===== src/rtl/cpu_pkg.sv =====
// Shared types and constants for the CPU execution controller.
package cpu_pkg;

   // Button FSM states; encoding is visible on the STATE output.
   typedef enum logic [1:0] {
      StIdle     = 2'd0,
      StPress    = 2'd1,
      StLongHeld = 2'd2
   } btn_state_t;

   localparam logic MODE_STEP = 1'b0;
   localparam logic MODE_RUN  = 1'b1;

endpackage


===== src/rtl/debounce.sv =====
// Two-flop synchronizer followed by a stability counter. The debounced level only
// follows the synchronized input after it has held a new value for DEBOUNCE cycles.
module debounce #(
   parameter int unsigned DEBOUNCE = 1_000_000
) (
   input  logic clk_i,
   input  logic rst_ni,
   input  logic d_i,
   output logic q_o
);

   localparam logic [31:0] DbLast = 32'(DEBOUNCE - 1);

   logic        sync0_q, sync1_q;
   logic        level_q, level_d;
   logic [31:0] cnt_q, cnt_d;

   // Count while the synchronized input disagrees with the accepted level.
   always_comb begin
      level_d = level_q;
      cnt_d   = '0;
      if (sync1_q != level_q) begin
         if (cnt_q == DbLast) begin
            level_d = sync1_q;
         end else begin
            cnt_d = cnt_q + 32'd1;
         end
      end
   end

   // Synchronizer, counter and accepted level.
   always_ff @(posedge clk_i or negedge rst_ni) begin
      if (!rst_ni) begin
         sync0_q <= 1'b0;
         sync1_q <= 1'b0;
         level_q <= 1'b0;
         cnt_q   <= '0;
      end else begin
         sync0_q <= d_i;
         sync1_q <= sync0_q;
         level_q <= level_d;
         cnt_q   <= cnt_d;
      end
   end

   assign q_o = level_q;

endmodule


===== src/rtl/cpu_step_ctrl.sv =====
// Execution controller: turns a debounced push button and a run/step mode switch into
// one-cycle advance (cpu_en_o) and reset (cpu_reset_o) pulses for the CPU core.
module cpu_step_ctrl
   import cpu_pkg::*;
#(
   parameter int unsigned PERIOD   = 50_000_000,
   parameter int unsigned DEBOUNCE = 1_000_000,
   parameter int unsigned LONG     = 100_000_000
) (
   input  logic       clk_i,
   input  logic       rst_ni,
   input  logic       button_i,
   input  logic       mode_i,
   input  logic       halt_i,
   output logic       cpu_en_o,
   output logic       cpu_reset_o,
   output logic       tick_o,
   output logic [1:0] state_o
);

   localparam logic [31:0] PeriodLast = 32'(PERIOD - 1);
   localparam logic [31:0] LongLast   = 32'(LONG - 1);

   logic        btn_db;
   logic        mode_s0_q, mode_s1_q;
   logic        mode_change;

   btn_state_t  state_q, state_d;
   logic [31:0] hold_q, hold_d;
   logic [31:0] period_q, period_d;
   logic        step_req;
   logic        adv;
   logic        cpu_en_q, cpu_en_d;
   logic        cpu_reset_q, cpu_reset_d;
   logic        tick_q, tick_d;

   debounce #(
      .DEBOUNCE (DEBOUNCE)
   ) u_btn_db (
      .clk_i  (clk_i),
      .rst_ni (rst_ni),
      .d_i    (button_i),
      .q_o    (btn_db)
   );

   // Plain 2-flop synchronizer for the mode switch.
   always_ff @(posedge clk_i or negedge rst_ni) begin
      if (!rst_ni) begin
         mode_s0_q <= 1'b0;
         mode_s1_q <= 1'b0;
      end else begin
         mode_s0_q <= mode_i;
         mode_s1_q <= mode_s0_q;
      end
   end

   // The synced mode flips on the next edge; clear the period counter on that same edge.
   assign mode_change = mode_s0_q ^ mode_s1_q;

   // Button FSM: short press requests a step, long press pulses CPU reset.
   always_comb begin
      state_d     = state_q;
      hold_d      = hold_q;
      step_req    = 1'b0;
      cpu_reset_d = 1'b0;
      unique case (state_q)
         StIdle: begin
            hold_d = '0;
            if (btn_db) begin
               state_d = StPress;
            end
         end
         StPress: begin
            if (hold_q == LongLast) begin
               state_d     = StLongHeld;
               cpu_reset_d = 1'b1;
            end else if (!btn_db) begin
               state_d  = StIdle;
               step_req = 1'b1;
            end else begin
               hold_d = hold_q + 32'd1;
            end
         end
         StLongHeld: begin
            if (!btn_db) begin
               state_d = StIdle;
            end
         end
         default: state_d = StIdle;
      endcase
   end

   // Advance decision, free-running period counter and heartbeat.
   always_comb begin
      if (cpu_reset_d || mode_change || (period_q == PeriodLast)) begin
         period_d = '0;
      end else begin
         period_d = period_q + 32'd1;
      end

      if (mode_s1_q == MODE_RUN) begin
         adv = (period_q == PeriodLast) && !halt_i;
      end else begin
         adv = step_req && !halt_i;
      end

      // Reset pulse always wins over an advance.
      cpu_en_d = adv && !cpu_reset_d;
      tick_d   = tick_q ^ cpu_en_d;
   end

   // State and registered outputs.
   always_ff @(posedge clk_i or negedge rst_ni) begin
      if (!rst_ni) begin
         state_q     <= StIdle;
         hold_q      <= '0;
         period_q    <= '0;
         cpu_en_q    <= 1'b0;
         cpu_reset_q <= 1'b0;
         tick_q      <= 1'b0;
      end else begin
         state_q     <= state_d;
         hold_q      <= hold_d;
         period_q    <= period_d;
         cpu_en_q    <= cpu_en_d;
         cpu_reset_q <= cpu_reset_d;
         tick_q      <= tick_d;
      end
   end

   assign cpu_en_o    = cpu_en_q;
   assign cpu_reset_o = cpu_reset_q;
   assign tick_o      = tick_q;
   assign state_o     = state_q;

endmodule


===== config.mk =====
export PLATFORM = sky130hd
export DESIGN_NAME = cpu_step_ctrl
export DESIGN_NICKNAME = d
export VERILOG_FILES = /design/src/rtl/cpu_pkg.sv /design/src/rtl/debounce.sv /design/src/rtl/cpu_step_ctrl.sv
export SDC_FILE = /design/constraint.sdc
export NUM_CORES = 1
export LEC_CHECK = 0
export BUFFER_PORTS_ARGS = -buffer_cell sky130_fd_sc_hd__buf_4
export CAP_MARGIN = 25
export CORE_ASPECT_RATIO = 0.9
export CORE_UTILIZATION = 60
export CTS_BUF_LIST = sky130_fd_sc_hd__clkbuf_16
export CTS_CLUSTER_DIAMETER = 200
export CTS_CLUSTER_SIZE = 24
export DETAILED_ROUTE_END_ITERATION = 16
export PLACE_DENSITY = 0.77
export RECOVER_POWER = 100
export SYNTH_ARGS = -nofsm -noshare
export SYNTH_HDL_FRONTEND = slang
export SYNTH_SLANG_ARGS = --single-unit

===== constraint.sdc =====
create_clock -name clk_i -period 2.4 [get_ports clk_i]
set_clock_uncertainty 0.05 [all_clocks]
set_input_delay 0.36 -clock clk_i [delete_from_list [all_inputs] [get_ports clk_i]]
set_output_delay 0.36 -clock clk_i [all_outputs]
set_load 0.005 [all_outputs]

Word level (Yosys, flattened, before mapping)
Index checks and enable logic that the tools add are counted.
Cells by class
  $add $sub $neg: 3
  eq/ne operators: 9
  mux-type cells: 16
  bitwise operators: 2
  reductions and logical operators: 11
Operators by type and width (count)
  two-way mux 32 bit: 5
  adder 32 x 1 -> 32 bit (second input constant): 3
  one-hot mux 32 bit (2 select lines): 1
  == test 32 x 20 -> 1 bit (second input constant): 1
  == test 32 x 26 -> 1 bit (second input constant): 1
  == test 32 x 27 -> 1 bit (second input constant): 1
  two-way mux 1 bit: 6
  two-way mux 2 bit: 3
  one-hot mux 2 bit (3 select lines): 1
  != test 2 x 1 -> 1 bit (second input constant): 2
  logical AND 1 bit: 3
  AND reduction 3 bit: 1
  == test 2 x 1 -> 1 bit (second input constant): 1
  == test 2 bit (second input constant): 1
  logical NOT 1 bit: 2
  logical NOT 2 bit: 1
  logical OR 1 bit: 2
  != test 2 bit (second input constant): 1
  AND reduction 2 bit: 1
  nonzero test 2 bit: 1
  bitwise XOR 1 bit: 2
  != test 1 bit: 1
Word-level totals
  register bits: 106
  input port bits: 5

Longest topological paths before layout
  depth in word-level cells: 7
  gate-level depth with buffers: 9
  depth with buffers taken out: 6

Cells and area by module
A second synthesis with hierarchy kept.
Second synthesis, totals
  cells, all modules: 578
  area, all modules: 5540.3 um2
By module, submodules not included
  cpu_step_ctrl: times used 1, cells an instance 389, area an instance 3721.1 um2, sequential area each 1776.7 um2
  debounce: times used 1, cells an instance 189, area an instance 1819.2 um2, sequential area each 875.8 um2

Worst setup path after synthesis
OpenSTA, ideal clock, no wires.
  kind: flip-flop to flip-flop
  start: register period_q[0]
  end: register period_q[28]
  data arrival time: 1.964 ns
  required time: 2.272 ns
  setup slack: 0.308 ns
  cell stages (with the launch flop): 7
  buffers on the path: 0
  period minus slack after synthesis: 2.092 ns
  path through: dfrtp_1 -> ha_1 -> nand3_1 -> nor4_2 -> nand4_1 -> or3_1 -> a21oi_1
On the way
  longest elaborated chain between the ends: 3
  elaborated cells on any way between the ends: 4
  those cells by class: add/sub: 1; eq/ne: 1; mux: 1; reduce/logical: 1
RTL lines
  start: declaration: RTL line cpu_step_ctrl.sv:30  | logic [31:0] period_q, period_d;
  start signal: assignment: RTL line cpu_step_ctrl.sv:124  | period_q <= period_d;
  branches (longest 2 deep; another with adder 32 x 1 -> 32 bit)
  two-way mux 32 bit (*): RTL line cpu_step_ctrl.sv:95  | if (cpu_reset_d || mode_change || (period_q == PeriodLast)) begin
  named net period_d[28]: RTL line cpu_step_ctrl.sv:30
Mark *: on every way through the listed nets, which the timed path passes.
A chain may end at the register's enable or synchronous reset.

Final worst setup path
  start: register hold_q[10]
  end: register hold_q[15]
On the way
  longest elaborated chain between the ends: 4
  elaborated cells on any way between the ends: 7
  those cells by class: add/sub: 1; eq/ne: 2; mux: 3; reduce/logical: 1
RTL lines
  start: declaration: RTL line cpu_step_ctrl.sv:29  | logic [31:0] hold_q, hold_d;
  start signal: assignment: RTL line cpu_step_ctrl.sv:123  | hold_q <= hold_d;
  adder 32 x 1 -> 32 bit: RTL line cpu_step_ctrl.sv:81  | hold_d = hold_q + 32'd1;
  two-way mux 32 bit: RTL line cpu_step_ctrl.sv:77  | end else if (!btn_db) begin
  two-way mux 32 bit: RTL line cpu_step_ctrl.sv:74  | if (hold_q == LongLast) begin
  one-hot mux 32 bit (2 select lines): RTL line cpu_step_ctrl.sv:66  | unique case (state_q)
Several ways; a longest one is shown, not always the timed one. The select of a mux whose other input is x is not followed.

==> flow_summary.toml <==
[placement]
io_buffers = 9
place_hpwl_um = 8108
dp.cells = 689
preCtsSetupSlack_ns = 0.1590
gp_congestion = 0.9114
placed_area_um2 = 5717

[clock_network]
cts_max_path_buffers = 2
cts-root-buf = "clkbuf_16"
cts.clk_slew.worst_paths_ns = 0.07
cts_tree = "built"
cts_max_level = 3
clk_latency_ns = 0.35
cts_buffers = 9
cts_sinks = 106

[setup_path]
cp_max_fo = 34
required_ns = 2.56
arrival_ns = 2.42
worst-setup-path-type = "reg -> reg"
r2r-start = "hold_q[10]"
worstSetupStartpoint = "hold_q[10]"
endpoint_kind = "flip-flop"
startpoint_type = "flip-flop"

[route]
drc_errors = 0
vias_per_cell = 6.198
postRouteAntennaNets = 0
vias = 4388
wl_per_cell_um = 17.00
dr.pass1.iters = 5
wl_um = 12030
first_iter_violations = 291

[die]
io_pins = 10
start_util_pct = 62.37
die_x_um = 101.7
die_h_um = 91.74
row_count = 32
core_um2 = 8608
die-area_um2 = 9331

[global_route]
grt_max_degree = 43
grt_overflow = 0
antenna_found_initial = 0
grt_pass1_wl_um = 20280
grt_usage_pct = 27.89
grt_pass1_vias = 4305

[timing]
min_period_over_period_pct = 94.10
fmax_mhz = 442.8
worst_slew_pin_slew_ns = 1.008
slew_headroom_pct = 32.82
holdWs_ns = 0.09365
setup_tns_ns = 0
timing.final.ws_setup_ns = 0.1415
fin_crit_ns = 2.258
hold_viol = 0
rsz0062_at_grt = "false"
slew_viol_final = 0
setup_viol = 0

[logic_synthesis]
syn_nets = 569
ys_ff_latch = 106
syn_avg_cell_area_um2 = 9.570
synth-main-ff-cell = "dfrtp_1"
yosysUniqueCellTypes = 48
synth_area_um2 = 5369
synth_warnings = 0
ys_seq_area_share_pct = 49.41
async_reset_ff_share_pct = 100.0
syn_inst = 561
synth_edf_count = 0

[cells_and_area]
final_core_util_pct = 70.19
areaGrowthSynthToFinish_pct = 12.54
final_cells = 708
final_area_um2 = 6042
drive_above_1_share_pct = 9.168
diodes = 0
final_nets = 593

[worst_hold_path]
hold_start = "mode_i"
hp-class = "in -> reg"

[pwr]
intPower_mw = 2.840
pwr-share-seq_pct = 51.1
vdd_ir_drop_max_mv = 0.5960
switching_share_pct = 20.25
finalPower_mw = 3.561
power.leakage_nw = 2.450
clkPwrFrac_pct = 46.0
p_per_area_nw_per_um2 = 589.3
comb_power_share_pct = 2.9
p_sw_mw = 0.7209

[run_status]
outcome = "complete, no violations"

[job]
maxCapViolCount = 0
[cell usage in the layout, fill, tap and decap left out, types with 4 or more instances in the layout]
cell type / count
dfrtp_1: 106
nor2_1: 79
nand3_1: 40
xor2_1: 37
nand2_1: 35
nand4_1: 32
xnor2_1: 25
a21oi_1: 25
nor4_1: 18
and3_1: 17
or3_1: 17
buf_4: 17
o21ai_0: 13
or4_1: 12
o31ai_1: 12
and4_1: 11
clkbuf_16: 9
clkbuf_4: 8
nor3_1: 7
inv_1: 6
and2_1: 4
o211ai_1: 4
clkbuf_1: 4
[worst max-delay path: stages (launching register included)]
cell	delay [ns]
dfrtp_1	0.43
nor4_1	0.50
nand4_1	0.28
nor4bb_4	0.40
buf_12	0.23
or4_1	0.15
a21oi_1	0.08
[routing by layer]
| layer | track usage [%] | vias up | wire [um] |
|---|---|---|---|
| met5 | 0 | - | 0 |
| met4 | 7.246 | 0 | 123 |
| met3 | 6.784 | 14 | 622 |
| met2 | 43.52 | 124 | 5767 |
| met1 | 39.01 | 2169 | 5519 |
| li1 | - | 2081 | - |
[area by class of cell]
cell class	instances	area [um2]
clock buffer	9	225.2
clock inverter	6	106.4
fill	644	2566
inverter	6	22.52
multi-input combinational	428	2624
sequential	106	2653
tap	119	148.9
timing repair buffer	34	262.8
[kinds of logic (layout without fill, tap and decap cells)]
| family | count (synthesis) | after routing | share of synthesized area, % |
|---|---|---|---|
| mux | 4 | 4 | 0.7691 |
| xor+xnor | 62 | 62 | 10.11 |
| compound gates | 62 | 62 | 6.852 |
| flops | 106 | 106 | 49.41 |
| fa+ha+maj | 3 | 3 | 0.6992 |
| simple gates | 297 | 297 | 30.04 |
| buf+inv | 27 | 55 | 2.121 |
[state kept, by name, indices dropped and copies added, names as in the netlist]
signal	count
hold_q	32
period_q	32
u_btn_db.cnt_q	32
state_o	2
cpu_en_o	1
cpu_reset_o	1
mode_s0_q	1
mode_s1_q	1
tick_o	1
u_btn_db.q_o	1
u_btn_db.sync0_q	1
u_btn_db.sync1_q	1
[power by group through the flow]
| stage | Sequential (mW) | Clock (mW) | Combinational, mW |
|---|---|---|---|
| after global placement | 1.85 | 0 | 0.108 |
| after CTS | 1.82 | 1.67 | 0.113 |
| final | 1.82 | 1.64 | 0.103 |
| after detailed placement | 1.85 | 0 | 0.112 |
| after global routing | 1.82 | 1.73 | 0.122 |
| after floorplan | 1.85 | 0 | 0.0448 |
[what timing repair did]
| item | CTS | global route |
|---|---|---|
| setup endpoints to repair | 0 | 6 |
| hold buffers | 1 | 0 |
| endpoints found under the hold margin | 39 | 0 |
| buffers inserted | 0 | 3 |
| gates resized for setup | 0 | 1 |
[synthesized netlist by cell type, types with 2 or more instances]
library cell	instances	share of area (%)
dfrtp_1	106	49
nor2_1	79	5.5
nand3_1	40	3.7
xor2_1	37	6.0
nand2_1	35	2.4
nand4_1	32	3.7
a21oi_1	25	2.3
xnor2_1	25	4.1
nor4_1	19	2.2
and3_1	17	2.0
or3_1	17	2.0
clkbuf_1	12	0.84
o21ai_0	12	1.1
o31ai_1	12	1.7
or4_1	12	1.7
and4_1	11	1.8
nor3_1	7	0.65
buf_2	6	0.56
inv_1	6	0.42
and2_1	4	0.47
o211ai_1	4	0.56
ha_1	3	0.70
mux2i_1	3	0.56
nand2b_1	3	0.35
nand3b_1	3	0.42
o21ai_1	3	0.28
or2_2	3	0.35
nor3b_1	2	0.28
nor4_2	2	0.47
nor4b_1	2	0.33
or4b_1	2	0.37
[path summary, 6_finish.rpt]
kind / cells after the start / slack, ns / endpoint
worst min register to register: 0 / 0.31 / u_btn_db.sync1_q
worst max-delay path: 6 / 0.14 / hold_q[15]
worst max register to register: 6 / 0.14 / hold_q[15]
worst min-delay path: 1 / 0.09 / mode_s0_q
max in group asynchronous: 3 / 0.42 / mode_s1_q
min in group asynchronous: 2 / 0.67 / u_btn_db.cnt_q[4]
Note: power is estimated with default switching activity, not from simulation.
